### config.mk
export PLATFORM = sky130hd
export DESIGN_NAME = pc_gen
export DESIGN_NICKNAME = d
export VERILOG_FILES = /design/src/rtl/pc_pkg.sv /design/src/rtl/ras_stack.sv /design/src/rtl/pc_gen.sv
export SDC_FILE = /design/constraint.sdc
export NUM_CORES = 1
export LEC_CHECK = 0
export ABC_AREA = 0
export BUFFER_PORTS_ARGS = -buffer_cell sky130_fd_sc_hd__buf_2
export CAP_MARGIN = 20
export CORE_ASPECT_RATIO = 1.75
export CORE_MARGIN = 5
export CORE_UTILIZATION = 50
export CTS_CLUSTER_SIZE = 20
export DETAILED_ROUTE_END_ITERATION = 10
export PLACE_DENSITY = 0.69
export SLEW_MARGIN = 20
export SYNTH_ARGS = -nofsm -noshare
export SYNTH_HDL_FRONTEND = slang
export SYNTH_SLANG_ARGS = --single-unit
### constraint.sdc
create_clock -name clk_i -period 6.3 [get_ports clk_i]
set_input_delay 0.315 -clock clk_i [delete_from_list [all_inputs] [get_ports clk_i]]
set_output_delay 0.315 -clock clk_i [all_outputs]
set_load 0.03 [all_outputs]
### src/rtl/pc_pkg.sv
// Shared definitions for the instruction-fetch PC generator: next-PC source
// codes and the redirect-alignment mask.
package pc_pkg;

  typedef logic [2:0] pc_src_t;

  localparam pc_src_t PC_SRC_SEQ      = 3'd0;
  localparam pc_src_t PC_SRC_HOLD     = 3'd1;
  localparam pc_src_t PC_SRC_RET      = 3'd2;
  localparam pc_src_t PC_SRC_REDIRECT = 3'd3;
  localparam pc_src_t PC_SRC_TRAP     = 3'd4;

  // Mask that clears the byte-offset bits inside one instruction.
  function automatic logic [63:0] align_mask(input int unsigned instr_bytes);
    return ~(64'(instr_bytes) - 64'd1);
  endfunction

endpackage

### src/rtl/ras_stack.sv
// Return-address stack: circular buffer with a top pointer and a saturating
// entry count; pushing while full silently replaces the oldest entry.
module ras_stack #(
  parameter int unsigned XLEN      = 32,
  parameter int unsigned RAS_DEPTH = 4
) (
  input  logic            clk_i,
  input  logic            rst_i,
  input  logic            push_i,
  input  logic            pop_i,
  input  logic            flush_i,
  input  logic [XLEN-1:0] push_data_i,
  output logic [XLEN-1:0] top_o,
  output logic            empty_o,
  output logic            full_o
);

  localparam int unsigned PW = $clog2(RAS_DEPTH);
  localparam int unsigned CW = $clog2(RAS_DEPTH + 1);
  localparam logic [CW-1:0] CNT_MAX = CW'(RAS_DEPTH);

  logic [XLEN-1:0] mem_q [RAS_DEPTH];
  logic [XLEN-1:0] mem_d [RAS_DEPTH];
  logic [PW-1:0]   ptr_q, ptr_d;
  logic [CW-1:0]   cnt_q, cnt_d;
  logic            do_pop;

  assign do_pop = pop_i && (cnt_q != '0);

  always_comb begin
    // NOTE: every *_d gets its hold value first so no path can infer a latch.
    mem_d = mem_q;
    ptr_d = ptr_q;
    cnt_d = cnt_q;
    if (flush_i) begin
      cnt_d = '0;
    end else if (push_i && do_pop) begin
      // Call and return together: replace the top in place.
      mem_d[ptr_q] = push_data_i;
    end else if (push_i) begin
      ptr_d        = ptr_q + PW'(1);
      mem_d[ptr_d] = push_data_i;
      if (cnt_q != CNT_MAX) cnt_d = cnt_q + CW'(1);
    end else if (do_pop) begin
      ptr_d = ptr_q - PW'(1);
      cnt_d = cnt_q - CW'(1);
    end
  end

  always_ff @(posedge clk_i or posedge rst_i) begin
    if (rst_i) begin
      ptr_q <= '0;
      cnt_q <= '0;
      // NOTE: the storage is cleared too, so reset genuinely discards entries and top_o is never X.
      for (int i = 0; i < int'(RAS_DEPTH); i++) mem_q[i] <= '0;
    end else begin
      // NOTE: non-blocking updates so every flop samples pre-edge values.
      ptr_q <= ptr_d;
      cnt_q <= cnt_d;
      mem_q <= mem_d;
    end
  end

  assign top_o   = mem_q[ptr_q];
  assign empty_o = (cnt_q == '0);
  assign full_o  = (cnt_q == CNT_MAX);

endmodule

### src/rtl/pc_gen.sv
// Fetch-stage program-counter generator: prioritised next-PC selection
// (trap, redirect, stall, return, sequential) with a return-address stack.
module pc_gen
  import pc_pkg::*;
#(
  parameter int unsigned     XLEN         = 32,
  parameter logic [XLEN-1:0] RESET_VECTOR = XLEN'(32'h0000_0000),
  parameter logic [XLEN-1:0] TRAP_VECTOR  = XLEN'(32'h0000_0100),
  parameter int unsigned     INSTR_BYTES  = 4,
  parameter int unsigned     RAS_DEPTH    = 4
) (
  input  logic            clk_i,
  input  logic            rst_i,
  input  logic            stall_i,
  input  logic            trap_i,
  input  logic            redirect_i,
  input  logic [XLEN-1:0] redirect_pc_i,
  input  logic            push_i,
  input  logic [XLEN-1:0] push_addr_i,
  input  logic            ret_i,
  output logic [XLEN-1:0] pc_o,
  output logic            pc_valid_o,
  output logic            ras_empty_o,
  output logic            ras_full_o,
  output logic            ras_underflow_o
);

  localparam logic [63:0]     ALIGN_FULL = align_mask(INSTR_BYTES);
  localparam logic [XLEN-1:0] ALIGN      = ALIGN_FULL[XLEN-1:0];

  logic [XLEN-1:0] pc_q, pc_d;
  logic            valid_q;
  logic            underflow_q, underflow_d;
  logic [XLEN-1:0] ras_top;
  pc_src_t         src;

  always_comb begin
    src         = PC_SRC_SEQ;
    pc_d        = pc_q + XLEN'(INSTR_BYTES);
    underflow_d = 1'b0;
    if (trap_i)                      src = PC_SRC_TRAP;
    else if (redirect_i)             src = PC_SRC_REDIRECT;
    else if (stall_i)                src = PC_SRC_HOLD;
    else if (ret_i && !ras_empty_o)  src = PC_SRC_RET;

    case (src)
      PC_SRC_TRAP:     pc_d = TRAP_VECTOR;
      PC_SRC_REDIRECT: pc_d = redirect_pc_i & ALIGN;
      PC_SRC_HOLD:     pc_d = pc_q;
      PC_SRC_RET:      pc_d = ras_top;
      default:         underflow_d = ret_i;  // only reached with an empty stack
    endcase
  end

  always_ff @(posedge clk_i or posedge rst_i) begin
    if (rst_i) begin
      pc_q        <= RESET_VECTOR;
      valid_q     <= 1'b0;
      underflow_q <= 1'b0;
    end else begin
      pc_q        <= pc_d;
      valid_q     <= 1'b1;
      underflow_q <= underflow_d;
    end
  end

  ras_stack #(
    .XLEN      (XLEN),
    .RAS_DEPTH (RAS_DEPTH)
  ) u_ras (
    .clk_i       (clk_i),
    .rst_i       (rst_i),
    .push_i      (push_i && !trap_i),
    .pop_i       (src == PC_SRC_RET),
    .flush_i     (trap_i),
    .push_data_i (push_addr_i),
    .top_o       (ras_top),
    .empty_o     (ras_empty_o),
    .full_o      (ras_full_o)
  );

  assign pc_o            = pc_q;
  assign pc_valid_o      = valid_q;
  assign ras_underflow_o = underflow_q;

endmodule

# After elaboration in Yosys (flattened, before gate mapping)
# Index checks and enable logic that the tools add are counted.
[word_totals]
out_inout_bits = 36
elab_cells = 71
input_bits = 71
ff_bits = 167
[classes]
order_cmp = 4
n_mux = 24
reduce_logical = 17
addsub = 5
bitwise = 4
n_eq_ne = 8
[op_table]
columns = ["cell", "count"]
rows = [
  ["bitwise mux 128 bit", 2],
  ["two-way mux 128 bit", 2],
  ["demux 32 bit (select 2 bit)", 2],
  ["two-way mux 32 bit", 4],
  ["case mux 32 bit (4 select lines)", 1],
  ["binary-select mux 32 bit (select 2 bit)", 1],
  ["adder 32 x 3 -> 32 bit (second input constant)", 1],
  ["two-way mux 3 bit", 6],
  ["two-way mux 2 bit", 5],
  ["equality test 3 x 2 -> 1 bit (second input constant)", 2],
  ["equality test 3 bit (second input constant)", 2],
  [">= comparator 3 bit (second input constant)", 2],
  ["logical AND 1 bit", 6],
  ["< comparator 3 x 1 -> 1 bit (second input constant)", 2],
  ["inequality test 3 bit (second input constant)", 2],
  ["NOT 2 -> 3 bit", 2],
  ["AND reduction 3 bit", 2],
  ["nonzero test 3 bit", 2],
  ["nonzero test 2 bit", 2],
  ["OR reduction 4 bit", 1],
  ["adder 3 x 1 -> 3 bit (second input constant)", 1],
  ["equality test 3 x 1 -> 1 bit (second input constant)", 1],
  ["zero test 3 bit", 1],
  ["subtractor 3 x 1 -> 3 bit (second input constant)", 1],
  ["7 further kinds", 9],
]

# Depth between registers and ports, before layout
[logic_depth]
depth_word = 13
ltp_mapped = 11

# Hierarchy
# A second synthesis with hierarchy kept.
[hier_totals]
cells_unflattened = 789
hier_area_um2 = 9066.2
[by_module_without_submodules]
columns = ["module", "cells_per_inst", "n_inst", "seq_area_each_um2", "area_each_um2"]
rows = [
  ["ras_stack", 511, 1, 3328.2, 6739.0],
  ["pc_gen", 278, 1, 850.8, 2327.2],
]

# Worst setup path before layout
# No wires, ideal clock.
[synth_path]
kind = "reg2reg"
startpoint = "register u_ras.ptr_q[1]"
endpoint = "register u_ras.mem_q[55] in the netlist's numbering"
setup_slack_ps = 3783
synth_period_minus_slack_ps = 2517
setup_time_ps = 128
path_stages_with_launch = 12
n_path_buf = 5
t_arrival_ps = 2390
cell_sequence = "dfrtp_1 > clkbuf_1 > buf_2 > buf_1 > inv_1 > ha_1 > nor2b_1 > mux2i_1 > nor2b_1 > clkbuf_1 > buf_4 > mux2_1"
[synth_via]
elab_chain_cells = 9
word_cells_on_any_way = 17
classes_between = "add/sub: 1; order compare: 4; mux: 8; bitwise: 2; reduce/logical: 2"
[synth_rtl]
columns = ["element", "line_no", "rtl"]
rows = [
  ["from (decl)", "ras_stack.sv:24", "logic [PW-1:0] ptr_q, ptr_d;"],
  ["from (signal assigned)", "ras_stack.sv:58", "ptr_q <= ptr_d;"],
  ["adder 2 x 1 -> 2 bit", "ras_stack.sv:41", "ptr_d = ptr_q + PW'(1);"],
  ["NOT 2 -> 3 bit (not written as such)", "ras_stack.sv:42", "mem_d[ptr_d] = push_data_i;"],
  [">= comparator 3 bit (not written as such) / < comparator 3 x 1 -> 1 bit (equally long branches)", "ras_stack.sv:42", ""],
  ["logical AND 1 bit (not written as such)", "ras_stack.sv:42", ""],
  ["two-way mux 32 bit (not written as such)", "ras_stack.sv:42", ""],
  ["demux 32 bit (select 2 bit)", "ras_stack.sv:42", ""],
  ["bitwise mux 128 bit", "ras_stack.sv:42", ""],
  ["two-way mux 128 bit", "ras_stack.sv:40", "end else if (push_i) begin"],
  ["two-way mux 128 bit (*)", "ras_stack.sv:37", "end else if (push_i && do_pop) begin"],
  ["to (signal assigned)", "ras_stack.sv:60", "mem_q <= mem_d;"],
  ["to (decl)", "ras_stack.sv:22", "logic [XLEN-1:0] mem_q [RAS_DEPTH];"],
]
# Mark *: on every way between the ends. The rest lies on a longest branch, timed or not. The select of a mux whose other input is x is not followed.
# A chain may end at the register's enable or synchronous reset.

# Worst setup path after layout
[layout_path]
startpoint = "register u_ras.cnt_q[2]"
endpoint = "register u_ras.mem_q[95] in the netlist's numbering"
[layout_via]
elab_chain_cells = 12
word_cells_on_any_way = 14
classes_between = "eq/ne: 1; mux: 5; reduce/logical: 8"
[layout_rtl]
columns = ["element", "line_no", "rtl"]
rows = [
  ["from (decl)", "ras_stack.sv:25", "logic [CW-1:0] cnt_q, cnt_d;"],
  ["from (signal assigned)", "ras_stack.sv:59", "cnt_q <= cnt_d;"],
  ["zero test 3 bit", "ras_stack.sv:65", "assign empty_o = (cnt_q == '0);"],
  ["zero test 1 bit", "pc_gen.sv:44", "else if (ret_i && !ras_empty_o) src = PC_SRC_RET;"],
  ["logical AND 1 bit", "pc_gen.sv:44", ""],
  ["two-way mux 2 bit", "pc_gen.sv:44", ""],
  ["two-way mux 2 bit", "pc_gen.sv:43", "else if (stall_i) src = PC_SRC_HOLD;"],
  ["two-way mux 2 bit", "pc_gen.sv:42", "else if (redirect_i) src = PC_SRC_REDIRECT;"],
  ["two-way mux 3 bit", "pc_gen.sv:41", "if (trap_i) src = PC_SRC_TRAP;"],
  ["equality test 3 x 2 -> 1 bit", "pc_gen.sv:74", ".pop_i (src == PC_SRC_RET),"],
  ["logical AND 1 bit (*)", "ras_stack.sv:28", "assign do_pop = pop_i && (cnt_q != '0);"],
  ["logical AND 1 bit (*)", "ras_stack.sv:37", ""],
  ["nonzero test 2 bit (no source line)", "-", ""],
  ["AND reduction 2 bit (no source line)", "-", ""],
]
# Mark *: on every way between the ends. The rest lies on a longest branch, timed or not.

==> reports/results.tsv <==
metric	value	unit
run status	complete, no violations	
max incr delay on CP	0.88	ns
Hold Path Class	input pin to asynchronous set/reset pin	
commonest non-fill, non-tap cells in the layout	dfrtp_1 (166), buf_2 (104), mux2_2 (93), mux2_4 (34)	
max-cap violations	0	
Multi-input gate area	4090	µm²
vias in the first global route	6457	
R2R setup slack	2.59	ns
Placer Congestion	0.929	
Clk pwr share	25.0	%
reg2reg end	u_ras.mem_q[95]$_DFFE_PP0P_	
crit path DAT	4.02	ns
Synth area leader	dfrtp_1	
initial drt markers	364	
actual slew at the worst max-slew pin	1.07	ns
min Tclk post-route	3.71	ns
FF-to-FF Start	u_ras.cnt_q[2]$_DFFE_PP0P_	
Worst IR Drop VDD	213	µV
commonest non-fill, non-tap cell in the layout	dfrtp_1	
Synth Area in Compound Gates	9.10	%
die height	184	µm
share of layout cells above drive strength 1	41.6	%
FMAX	270	MHz
global-route usage over all layers	23.4	%
DRT Pass-1 Iters	5	
# hold bufs at CTS	0	
Sw Ratio	30.2	%
worst clock skew	0.0153	ns
die area	20100	µm²
Post-synth EDFFs	0	
Hold WS	0.0485	ns
CTS Buf Count	17	
sequential area share after synthesis	48.3	%
worst skew pair latency	0.43	ns
# H-tree levels	4	
Comb power frac	34.2	%
Filler Cell Count	1367	
startpoint types	register	
Buf/Inv on CP	2	
Post-CTS Repair Setup Buffers	0	
top_reg_cell synth	dfrtp_1	
Post-Syn Area per Cell	13.1	µm²
pwr dens	441	nW/µm²
CP delay by family, top	simple AND/OR/NAND/NOR gates	
Syn Nets	741	
Starting Density	51.0	%
total core area	16900	µm²
CP Data Required Time	6.61	ns
post-synthesis adder-cell area fraction	1.24	%
io pins	107	
total routed wirelength	22.5	mm
Setup WS post-layout	2.59	ns
Post-Syn Instances	662	
post-detailed-route count of antenna-violating nets	0	
largest family of logic cells by synthesized area	multiplexers	
Synth cell types	67	
clk slew on worst S/H paths	0.06	ns
total grt overflow	0	
final setup vio count	0	
top post-synthesis cells by area	dfrtp_1 (48%), mux2_2 (12%), mux4_2 (8.3%)	
initial antenna violation count	1	
CTS sink count	167	
Synth warnings	0	
register bit total from synthesis	167	
IO buf count	104	
unrepaired setup endpoints after global routing	false	
first-pass GRT wire length	35.5	mm
DRC	0	
Psw	1320	µW
DP Wirelength	16.0	mm
# diodes	0	
area growth from synthesis to layout	14.6	%
async set-reset flop share out of synthesis	100	%
Flop pwr share	40.8	%
simple-gate share of the synthesized area	8.29	%
CTS tree	built	
final hold violations	0	
Crit Path Category	register to register	
Die X	109	µm
vias per cell	5.99	
largest net degree at the start of global routing	89	
worst slack, placed	2.52	ns
Finished Core Util	58.5	%
FP Rows	63	
Slew Limit Fails	0	
via count	5946	
Synth top area share	48.3	%
Clock Path Buffers	2	
Lkg Pwr	0.00431	µW
NumNets Final	831	
sequential cell area	4180	µm²
Int Pwr	3050	µW
routed length per placed instance	22.7	µm
CTS root buf	clkbuf_16	
Critical-path top delay cell	nor2b_4	
setup TNS	0	ns
Setup crit end kind	register	
crit path cell chain	or3_1, clkinv_8, nor3_4, mux2i_1, nor2b_4, buf_4, mux2_2	
Mapped Area	8650	µm²
CTS resizes	0	
worst r2r path cells	7	
Relative slew margins	28.6	%
crit-path max FO	23	
post-synthesis xor/xnor area fraction	0.810	%
Tcrit/Tclk final	58.9	%
post-synthesis mux area share	27.6	%
## worst register-to-register path: cells and delay by family (launching register included)
family	cells	cell delay, ns
simple gates	3	2.06
flops	1	0.41
mux	2	0.62
buf+inv	2	0.51
## how the worst max path moves through the flow
stage | startpoint | to | slack, ns | depth (start not counted)
floorplan | rst_i | pc_o[0]$_DFFE_PP0P_ | 1.47 | 1
global placement | trap_i | u_ras.mem_q[63]$_DFFE_PP0P_ | 2.45 | 7
detailed placement | trap_i | u_ras.mem_q[95]$_DFFE_PP0P_ | 2.52 | 7
CTS | u_ras.cnt_q[2]$_DFFE_PP0P_ | u_ras.mem_q[95]$_DFFE_PP0P_ | 2.64 | 7
global route | u_ras.cnt_q[2]$_DFFE_PP0P_ | u_ras.mem_q[95]$_DFFE_PP0P_ | 2.43 | 7
finish | u_ras.cnt_q[2]$_DFFE_PP0P_ | u_ras.mem_q[95]$_DFFE_PP0P_ | 2.59 | 7
## synthesized netlist by cell type (3+ instances only)
cell       count
a211o_1        3
a21oi_1       24
a221o_1        5
a221oi_1       8
a22o_1         4
a22oi_1       12
a311oi_1       3
a31oi_1        4
and3_1         4
and4_1         3
buf_12         3
buf_2          6
buf_4          4
buf_6          9
clkbuf_1      18
dfrtp_1      167
ha_1           7
inv_1         22
mux2_2        93
mux2_4        34
mux2i_1        7
mux4_2        32
nand2_1       28
nand2b_1       4
nand3_1       15
nand4_1        6
nor2_1        32
nor2b_1        8
nor3_1         9
nor3b_1        3
nor4_1         5
o21ai_0       20
o22a_1         3
o22ai_1        4
o2bb2ai_1      3
or3_1          5
xnor2_1        5
xor2_1         3
## cell families after synthesis
logic type | count (synthesis)
muxes | 169
DFF | 167
and+or+nand+nor | 133
AOI/OAI and AO/OA | 111
buffers and inverters | 65
adders and majority gates | 8
xor gates and xnor gates | 8
other | 1
## registers in the layout, summed over array words and instances, names as in the netlist
name,count
u_ras.mem_q,128
ras_underflow_o,1
u_ras.cnt_q,3
u_ras.ptr_q,2
pc_o,32
pc_valid_o,1
## stage by stage
step	power [µW]	cell area [µm²]	std cells
floorplan	2890	8650	662
global placement	3180	9220	958
detailed placement	3300	9260	959
CTS	4410	9880	991
global route	4590	9910	992
finish	4370	9910	992
## metal layers
layer / wire, µm / vias to the layer above / global-route usage [%]
met2: 11900 / 201 / 40.2
met4: 907 / 2 / 10.7
met3: 1200 / 50 / 4.99
met5: 13 / - / 0
met1: 8460 / 3049 / 27.6
li1: - / 2644 / -
## power by group through the flow
stage,sequential (µW),combinational [µW],clock [µW]
2_1_floorplan,1740,1160,0
3_3_place_gp,1740,1430,0
3_5_place_dp,1800,1500,0
4_1_cts,1780,1510,1120
5_1_grt,1840,1590,1160
6_report,1780,1500,1090
## final cells by class
| class | count | area share (%) |
|---|---|---|
| repair buffers | 113 | 6.38 |
| well taps | 227 | 2.87 |
| flip-flops and latches | 167 | 42.2 |
| clock buffers | 26 | 5.14 |
| clock inverters | 6 | 1.12 |
| inverters | 23 | 1.05 |
| multi-input cells | 430 | 41.3 |
Power figures use the tool's default switching activity.
